**src/rtl/lc3_control.sv**
```systemverilog
// LC-3 multicycle control unit: Moore FSM; all strobes decode from state and IR.
// Instruction latency FETCH0->FETCH0: 4 (NOP), 5 (ALU/BR/JMP/LEA), 7 (LD/LDR/ST/STR).
module lc3_control (
  input  logic        clk,
  input  logic        reset,
  input  logic [15:0] IR,
  input  logic        N,
  input  logic        Z,
  input  logic        P,
  output logic        enaPC,
  output logic        enaMDR,
  output logic        enaALU,
  output logic        enaMARM,
  output logic        ldPC,
  output logic        ldIR,
  output logic        ldMAR,
  output logic        ldMDR,
  output logic        regWE,
  output logic        flagWE,
  output logic        memWE,
  output logic [1:0]  selPC,
  output logic        selEAB1,
  output logic [1:0]  selEAB2,
  output logic        selMAR,
  output logic        selMDR,
  output logic [2:0]  DR,
  output logic [2:0]  SR1,
  output logic [2:0]  SR2,
  output logic [1:0]  aluControl,
  output logic [3:0]  state
);

  typedef enum logic [3:0] {
    ST_FETCH0, ST_FETCH1, ST_FETCH2, ST_DECODE, ST_ALU, ST_BR, ST_JMP,
    ST_LEA, ST_ADDR, ST_RD, ST_WB, ST_STD, ST_WR, ST_HALT
  } state_t;

  state_t     st;
  logic [3:0] opcode;
  logic       br_taken;
  logic       unused_ir;

  assign opcode    = IR[15:12];
  assign br_taken  = (IR[11] & N) | (IR[10] & Z) | (IR[9] & P);
  assign unused_ir = ^IR[5:3];
  assign state     = st;

  always_ff @(posedge clk) begin
    if (reset) begin
      st <= ST_FETCH0;
    end else begin
      case (st)
        ST_FETCH0: st <= ST_FETCH1;
        ST_FETCH1: st <= ST_FETCH2;
        ST_FETCH2: st <= ST_DECODE;
        ST_DECODE: begin
          case (opcode)
            4'b0001, 4'b0101, 4'b1001:          st <= ST_ALU;
            4'b0000:                            st <= ST_BR;
            4'b1100:                            st <= ST_JMP;
            4'b1110:                            st <= ST_LEA;
            4'b0010, 4'b0110, 4'b0011, 4'b0111: st <= ST_ADDR;
            4'b1111:                            st <= ST_HALT;
            default:                            st <= ST_FETCH0;
          endcase
        end
        // Opcode bit 12 separates stores (ST/STR) from loads (LD/LDR).
        ST_ADDR: st <= IR[12] ? ST_STD : ST_RD;
        ST_RD:   st <= ST_WB;
        ST_STD:  st <= ST_WR;
        ST_HALT: st <= ST_HALT;
        default: st <= ST_FETCH0;
      endcase
    end
  end

  always_comb begin
    enaPC      = 1'b0;
    enaMDR     = 1'b0;
    enaALU     = 1'b0;
    enaMARM    = 1'b0;
    ldPC       = 1'b0;
    ldIR       = 1'b0;
    ldMAR      = 1'b0;
    ldMDR      = 1'b0;
    regWE      = 1'b0;
    flagWE     = 1'b0;
    memWE      = 1'b0;
    selPC      = 2'b00;
    selEAB1    = 1'b0;
    selEAB2    = 2'b00;
    selMAR     = 1'b0;
    selMDR     = 1'b0;
    DR         = IR[11:9];
    SR1        = IR[8:6];
    SR2        = IR[2:0];
    aluControl = 2'b00;
    case (st)
      ST_FETCH0: begin
        enaPC = 1'b1;
        ldMAR = 1'b1;
        ldPC  = 1'b1;
      end
      ST_FETCH1: begin
        ldMDR  = 1'b1;
        selMDR = 1'b1;
      end
      ST_FETCH2: begin
        enaMDR = 1'b1;
        ldIR   = 1'b1;
      end
      ST_ALU: begin
        enaALU = 1'b1;
        regWE  = 1'b1;
        flagWE = 1'b1;
        case (opcode)
          4'b0101: aluControl = 2'b01;
          4'b1001: aluControl = 2'b10;
          default: aluControl = 2'b00;
        endcase
      end
      ST_BR: begin
        if (br_taken) begin
          ldPC    = 1'b1;
          selPC   = 2'b01;
          selEAB2 = 2'b10;
        end
      end
      ST_JMP: begin
        ldPC    = 1'b1;
        selPC   = 2'b01;
        selEAB1 = 1'b1;
      end
      ST_LEA: begin
        enaMARM = 1'b1;
        selEAB2 = 2'b10;
        regWE   = 1'b1;
        flagWE  = 1'b1;
      end
      ST_ADDR: begin
        ldMAR   = 1'b1;
        enaMARM = 1'b1;
        // LDR/STR (opcode bit 14 set) use base register + offset6.
        if (IR[14]) begin
          selEAB1 = 1'b1;
          selEAB2 = 2'b01;
        end else begin
          selEAB2 = 2'b10;
        end
      end
      ST_RD: begin
        ldMDR  = 1'b1;
        selMDR = 1'b1;
      end
      ST_WB: begin
        enaMDR = 1'b1;
        regWE  = 1'b1;
        flagWE = 1'b1;
      end
      ST_STD: begin
        enaALU     = 1'b1;
        aluControl = 2'b11;
        SR1        = IR[11:9];
        ldMDR      = 1'b1;
      end
      ST_WR: memWE = 1'b1;
      default: ;
    endcase
    if (reset) begin
      enaPC   = 1'b0;
      enaMDR  = 1'b0;
      enaALU  = 1'b0;
      enaMARM = 1'b0;
      ldPC    = 1'b0;
      ldIR    = 1'b0;
      ldMAR   = 1'b0;
      ldMDR   = 1'b0;
      regWE   = 1'b0;
      flagWE  = 1'b0;
      memWE   = 1'b0;
    end
  end

endmodule

```
**config.mk**
```make
export PLATFORM = sky130hd
export DESIGN_NAME = lc3_control
export DESIGN_NICKNAME = d
export VERILOG_FILES = /design/src/rtl/lc3_control.sv
export SDC_FILE = /design/constraint.sdc
export NUM_CORES = 1
export LEC_CHECK = 0
export BUFFER_PORTS_ARGS = -buffer_cell sky130_fd_sc_hd__buf_4
export CAP_MARGIN = 30
export CORE_MARGIN = 4
export CORE_UTILIZATION = 35
export DETAILED_ROUTE_END_ITERATION = 10
export GPL_ROUTABILITY_DRIVEN = 0
export PLACE_DENSITY = 0.72
export SETUP_SLACK_MARGIN = 0.5
export SLEW_MARGIN = 40
export SYNTH_ARGS = -nofsm -noshare
export SYNTH_HDL_FRONTEND = slang
export SYNTH_SLANG_ARGS = --single-unit
```
**constraint.sdc**
```tcl
create_clock -name clk -period 1.6 [get_ports clk]
set_input_delay 0.32 -clock clk [delete_from_list [all_inputs] [get_ports clk]]
set_output_delay 0.32 -clock clk [all_outputs]
set_load 0.005 [all_outputs]
```
==> impl_metrics.csv, run 1 <==
group,metric,value,unit
power,ir_worst_vdd,0.365,mV
job,cap_violations,0,
finish,syn2layout_area_growth,111,%
global_route,antenna_found_initial,0,
yosys,synth_edf_count,0,
clocking,numCtsBuffers,3,
setup_path,setup.worst_path.class,"reg -> out",
detailed_routing,drt_iter0_drc,30,
sta,skew,0.00838,ns
yosys,ys_types,39,
sta,worst_slack,-0.206,ns
place,post_dp_cell_area,1060,µm²
detailed_routing,vias_per_cell,5.45,
yosys,yosysWarnings,0,
setup_path,start_kind,"flop",
detailed_routing,wl,3.25,mm
floorplanning,die_y,52.7,µm
finish,antenna_cells,0,
detailed_routing,drtAntennaViolNets,0,
floorplanning,ios,54,
place,numPortBuffers,42,
global_route,grt_pass1_vias,863,
setup_path,crit_arrival,1.49,ns
finish,final_core_util,81.7,%
power,power.density,464,nW/µm²
sta,max_clock_freq,554,MHz
yosys,ys_ff_latch,4,
finish,largest_reg_flops,4,
setup_path,cp-end-kind,"primary output",
detailed_routing,drt-wirelength-per-cell,17.4,µm
finish,final_cell_mix,"buf_4, buf_6, nand2_1, o21ai_1",
floorplanning,die_x,52.7,µm
sta,maxSlewViolCount,0,
clocking,cts_root_buf,"clkbuf_4",
clocking,clk_pin_slew,0.05,ns
yosys,synth-seq-area-share,11.5,%
sta,period_needed,1.81,ns
detailed_routing,vias,1019,
sta,finalCritPeriodShare,113,%
finish,fin_nets,184,
worst_hold_path,hold_path_class,"in -> reg",
clocking,cts_max_level,1,
floorplanning,dieArea,2770,µm²
floorplanning,core_area,1800,µm²
yosys,postSynth.asyncResetShare,0,%
finish,final_cell_area,1470,µm²
floorplanning,start_util,38.8,%
setup_path,cp.required,1.28,ns
finish,drive_gt1_share,68.5,%
yosys,syn_area,698,µm²
global_route,grt_max_degree,15,
clocking,clk_latency,0.26,ns
finish,final_common_cell,"buf_4",
sta,finalHoldViolCount,0,
detailed_routing,drtPass1Iterations,4,
detailed_routing,drc,0,
power,cellLeakagePower,0.000693,µW
place,dp_slack,-0.104,ns
sta,rsz0062_at_grt,"yes",
yosys,syn_avg_cell_area,7.35,µm²
yosys,synth-main-ff-cell,"dfxtp_1",
global_route,gr-usage-all-layers,18.7,%
setup_path,cp_max_fo,7,
yosys,netlist_instances,95,
global_route,grt_overflow,0,
global_route,grt_first_pass_wirelength,3.91,mm
sta,setup_viol,19,
clocking,cts.path.max_buffers,2,
status,status,"finished with violations",
clocking,cts_sinks,4,
status,violations,"setup timing",
place,hpwl,1.78,mm
clocking,cts_tree,"done",
floorplanning,rows,15,
[repair_timing]
action                                  CTS  global route
endpoints found under the setup margin   29            29
hold buffers                              0             0
hold endpoints to repair                  0             0
gates resized for setup                  20            32
pin swaps                                 2            15
gates cloned                              0             1
setup buffers                             8            14
[worst max-delay path, stage by stage, from the launching register on]
cell,delay [ns]
dfxtp_4,0.37
and2b_1,0.27
nor2_2,0.07
a2111oi_2,0.35
buf_4,0.17
[cell usage after synthesis (2+ instances only)]
| cell type | count | area, µm² |
|---|---|---|
| buf_4 | 13 | 97.6 |
| nor2b_1 | 4 | 25.0 |
| a21oi_1 | 6 | 30.0 |
| nand2_1 | 7 | 26.3 |
| nor3b_1 | 2 | 15.0 |
| nor2_1 | 7 | 26.3 |
| xor2_1 | 2 | 17.5 |
| and3b_1 | 3 | 26.3 |
| nand3_1 | 4 | 20.0 |
| dfxtp_1 | 4 | 80.1 |
| mux2_2 | 3 | 33.8 |
| and2b_1 | 2 | 15.0 |
| nor4_1 | 3 | 18.8 |
| o21ai_0 | 4 | 20.0 |
| a21boi_0 | 2 | 15.0 |
| nand2b_1 | 6 | 37.5 |
[metal layers]
| layer | global-route usage [%] | vias to the layer above | share of wire (%) |
|---|---|---|---|
| met3 | 2.28 | 9 | 5.7 |
| met2 | 33.5 | 49 | 51 |
| met4 | 8.51 | 0 | 2.5 |
| met5 | 0 | - | 0 |
| li1 | - | 462 | - |
| met1 | 21.6 | 499 | 41 |
[cells by family (layout without fill, tap and decap cells)]
logic type | Yosys count | count (layout) | share of synthesized area, %
AOI/OAI and AO/OA | 22 | 22 | 22.9
xor gates and xnor gates | 2 | 2 | 2.51
buffers and inverters | 17 | 83 | 17.4
DFF | 4 | 4 | 11.5
muxes | 3 | 3 | 4.84
other | 1 | 2 | 0.537
and+or+nand+nor | 46 | 46 | 40.3
[final cells by class]
class | instances | area [µm²]
well taps | 25 | 31.3
inverters | 1 | 3.75
multi-input cells | 75 | 626
repair buffers | 78 | 693
flip-flops and latches | 4 | 92.6
clock buffers | 4 | 26.3
fillers | 110 | 329
[power by group]
part           switching [µW]  internal (µW)  leakage [µW]
Combinational             173            227      0.000643
Clock                    67.6           95.3     0.0000150
Sequential               14.9            106     0.0000353
Total                     255            428      0.000693
[path summary, 6_finish.rpt]
kind,to,slack (ns),from,depth (start not counted)
setup reg to reg,state[2],0,state[1],8
setup / recovery,ldPC,-0.21,state[0],4
hold / removal,state[1],0.36,IR[12],3
hold reg to reg,state[1],0.70,state[3],3
[per-stage QoR]
stage	instances	hold slack [ns]	setup TNS [ns]	power, µW
floorplan	96	0.477	0	276
global placement	160	0.613	-0.0926	376
detailed placement	160	0.618	-0.170	381
CTS	172	0.371	-1.09	565
global route	187	0.374	-3.31	721
finish	187	0.364	-2.35	684
Note: power is estimated with default switching activity, not from simulation.
==> run 2: changes to the inputs <==
Settings changed: CORE_UTILIZATION 35 to 39, PLACE_DENSITY 0.72 to 0.79.
==> run 2 against run 1 <==
Compared with the run above: the run still ends with setup timing left; total power up 20%; worst setup slack worse by 0.075 ns; design area is 14% higher; global-route usage rose by 8.1 points; flip-flop and latch count unchanged; combinational power increased by 35%; worst hold slack improved by 0.039 ns; critical path depth is the same; wire length increased by 64%; critical path type unchanged; critical endpoint unchanged.
==> impl_metrics.csv, run 2 (synthesized netlist as in run 1, its figures left out) <==
group,metric,value,unit
status,status,"finished with violations",
status,violations,"setup timing",
floorplanning,dieArea,2530,µm²
floorplanning,start_util,40.9,%
clocking,cts_sinks,4,
setup_path,cp.required,1.28,ns
worst_hold_path,hold_path_class,"in -> reg",
global_route,grt_first_pass_wirelength,5.01,mm
clocking,cts_max_level,1,
clocking,cts.path.max_buffers,2,
clocking,cts_tree,"done",
worst_hold_path,holdPathStages,3,
clocking,cts_root_buf,"clkbuf_4",
clocking,clk_latency,0.26,ns
detailed_routing,drtAntennaViolNets,0,
setup_path,start_kind,"flop",
detailed_routing,drc,0,
setup_path,worstPathCellList,"and2b_1 -> nor2_2 -> a2111oi_2 -> buf_4",
place,dp_slack,-0.0357,ns
finish,drive_gt1_share,79.1,%
sta,setup_viol,20,
finish,final_common_cell,"buf_4",
sta,max_clock_freq,532,MHz
floorplanning,ios,54,
floorplanning,die_x,50.3,µm
detailed_routing,vias_per_cell,6.64,
power,cellLeakagePower,0.000800,µW
job,cap_violations,0,
setup_path,cp-end-kind,"primary output",
place,hpwl,1.67,mm
global_route,gr-usage-all-layers,26.8,%
sta,rsz0062_at_grt,"yes",
global_route,grt_overflow,0,
sta,period_needed,1.88,ns
finish,largest_reg_flops,4,
floorplanning,die_y,50.3,µm
finish,syn2layout_area_growth,141,%
detailed_routing,vias,1308,
sta,skew,0.00667,ns
detailed_routing,wl,5.32,mm
setup_path,r2r_cells,8,
floorplanning,rows,15,
setup_path,setup.worst_path.class,"reg -> out",
floorplanning,core_area,1710,µm²
setup_path,cp_max_fo,5,
place,numPortBuffers,42,
finish,final_cell_mix,"buf_4, buf_6",
sta,finalHoldViolCount,0,
detailed_routing,drt_iter0_drc,124,
place,place_inst,156,
sta,maxSlewViolCount,0,
setup_path,critical_path.max_stage_delay,0.42,ns
power,ir_worst_vdd,0.543,mV
sta,worst_slack,-0.281,ns
setup_path,path_buf_inv,1,
finish,fin_nets,194,
clocking,clk_pin_slew,0.05,ns
sta,hold_slack,0.403,ns
setup_path,crit_arrival,1.56,ns
detailed_routing,drt-wirelength-per-cell,27.0,µm
global_route,antenna_found_initial,0,
clocking,numCtsBuffers,3,
finish,final_cells,197,
global_route,grt_max_degree,15,
setup_path,critPathTopFamily,"compound AO/OA/AOI/OAI gates",
sta,finalCritPeriodShare,118,%
setup_path,cpMaxStageDelayCell,"a2111oi_2",
setup_path,cp_num_cells,4,
finish,final_core_util,98.4,%
finish,antenna_cells,0,
detailed_routing,drtPass1Iterations,5,
global_route,grt_pass1_vias,965,
power,power.density,488,nW/µm²
run 2: cell types whose count changed in the layout (fill, tap and decap cells not counted), sizes merged:
cell    delta
buf       +11
clkbuf     -1
run 2: timing repair:
item,in CTS,in global routing
resized for setup,40,46
hold buffers,0,0
buffers inserted,18,19
endpoints found under the setup margin,29,29
pin swaps,12,21
run 2: power breakdown:
| group | internal [µW] | leakage, µW | switching [µW] |
|---|---|---|---|
| Sequential | 106 | 0.0000353 | 12.9 |
| Clock | 95.2 | 0.0000150 | 66.7 |
| Combinational | 284 | 0.000750 | 255 |
| Total | 485 | 0.000800 | 335 |
run 2: final cells by class:
cell class | count | area [µm²]
inverters | 1 | 3.75
clock buffers | 4 | 26.3
fillers | 16 | 27.5
flip-flops and latches | 4 | 92.6
well taps | 25 | 31.3
multi-input cells | 75 | 709
repair buffers | 88 | 817
run 2: path summary, 6_finish.rpt:
| check | start | end | slack (ns) |
|---|---|---|---|
| max reg2reg | state[1] | state[2] | 0 |
| min reg2reg | state[3] | state[1] | 0.76 |
| min | IR[12] | state[1] | 0.40 |
| max | state[0] | ldPC | -0.28 |
run 2: per-layer routing:
metal	routed length, µm	up-vias	share of wire, %	track usage [%]
met3	606	71	11	3.26
met1	1820	583	34	31.9
met5	0	-	0	0
met4	586	0	11	19.7
li1	-	486	-	-
met2	2310	168	43	43.7
run 2: worst min-delay path, stage by stage:
cell	delay (ns)
buf_4	0.13
nand2_1	0.09
a221oi_2	0.07
run 2: through the flow:
| step | setup TNS, ns | total power [µW] | instance area [µm²] |
|---|---|---|---|
| 2_1_floorplan | 0 | 276 | 747 |
| 3_3_place_gp | -0.0439 | 370 | 1040 |
| 3_5_place_dp | -0.0365 | 376 | 1040 |
| 4_1_cts | -1.31 | 616 | 1360 |
| 5_1_grt | -4.39 | 838 | 1680 |
| 6_report | -3.40 | 820 | 1680 |
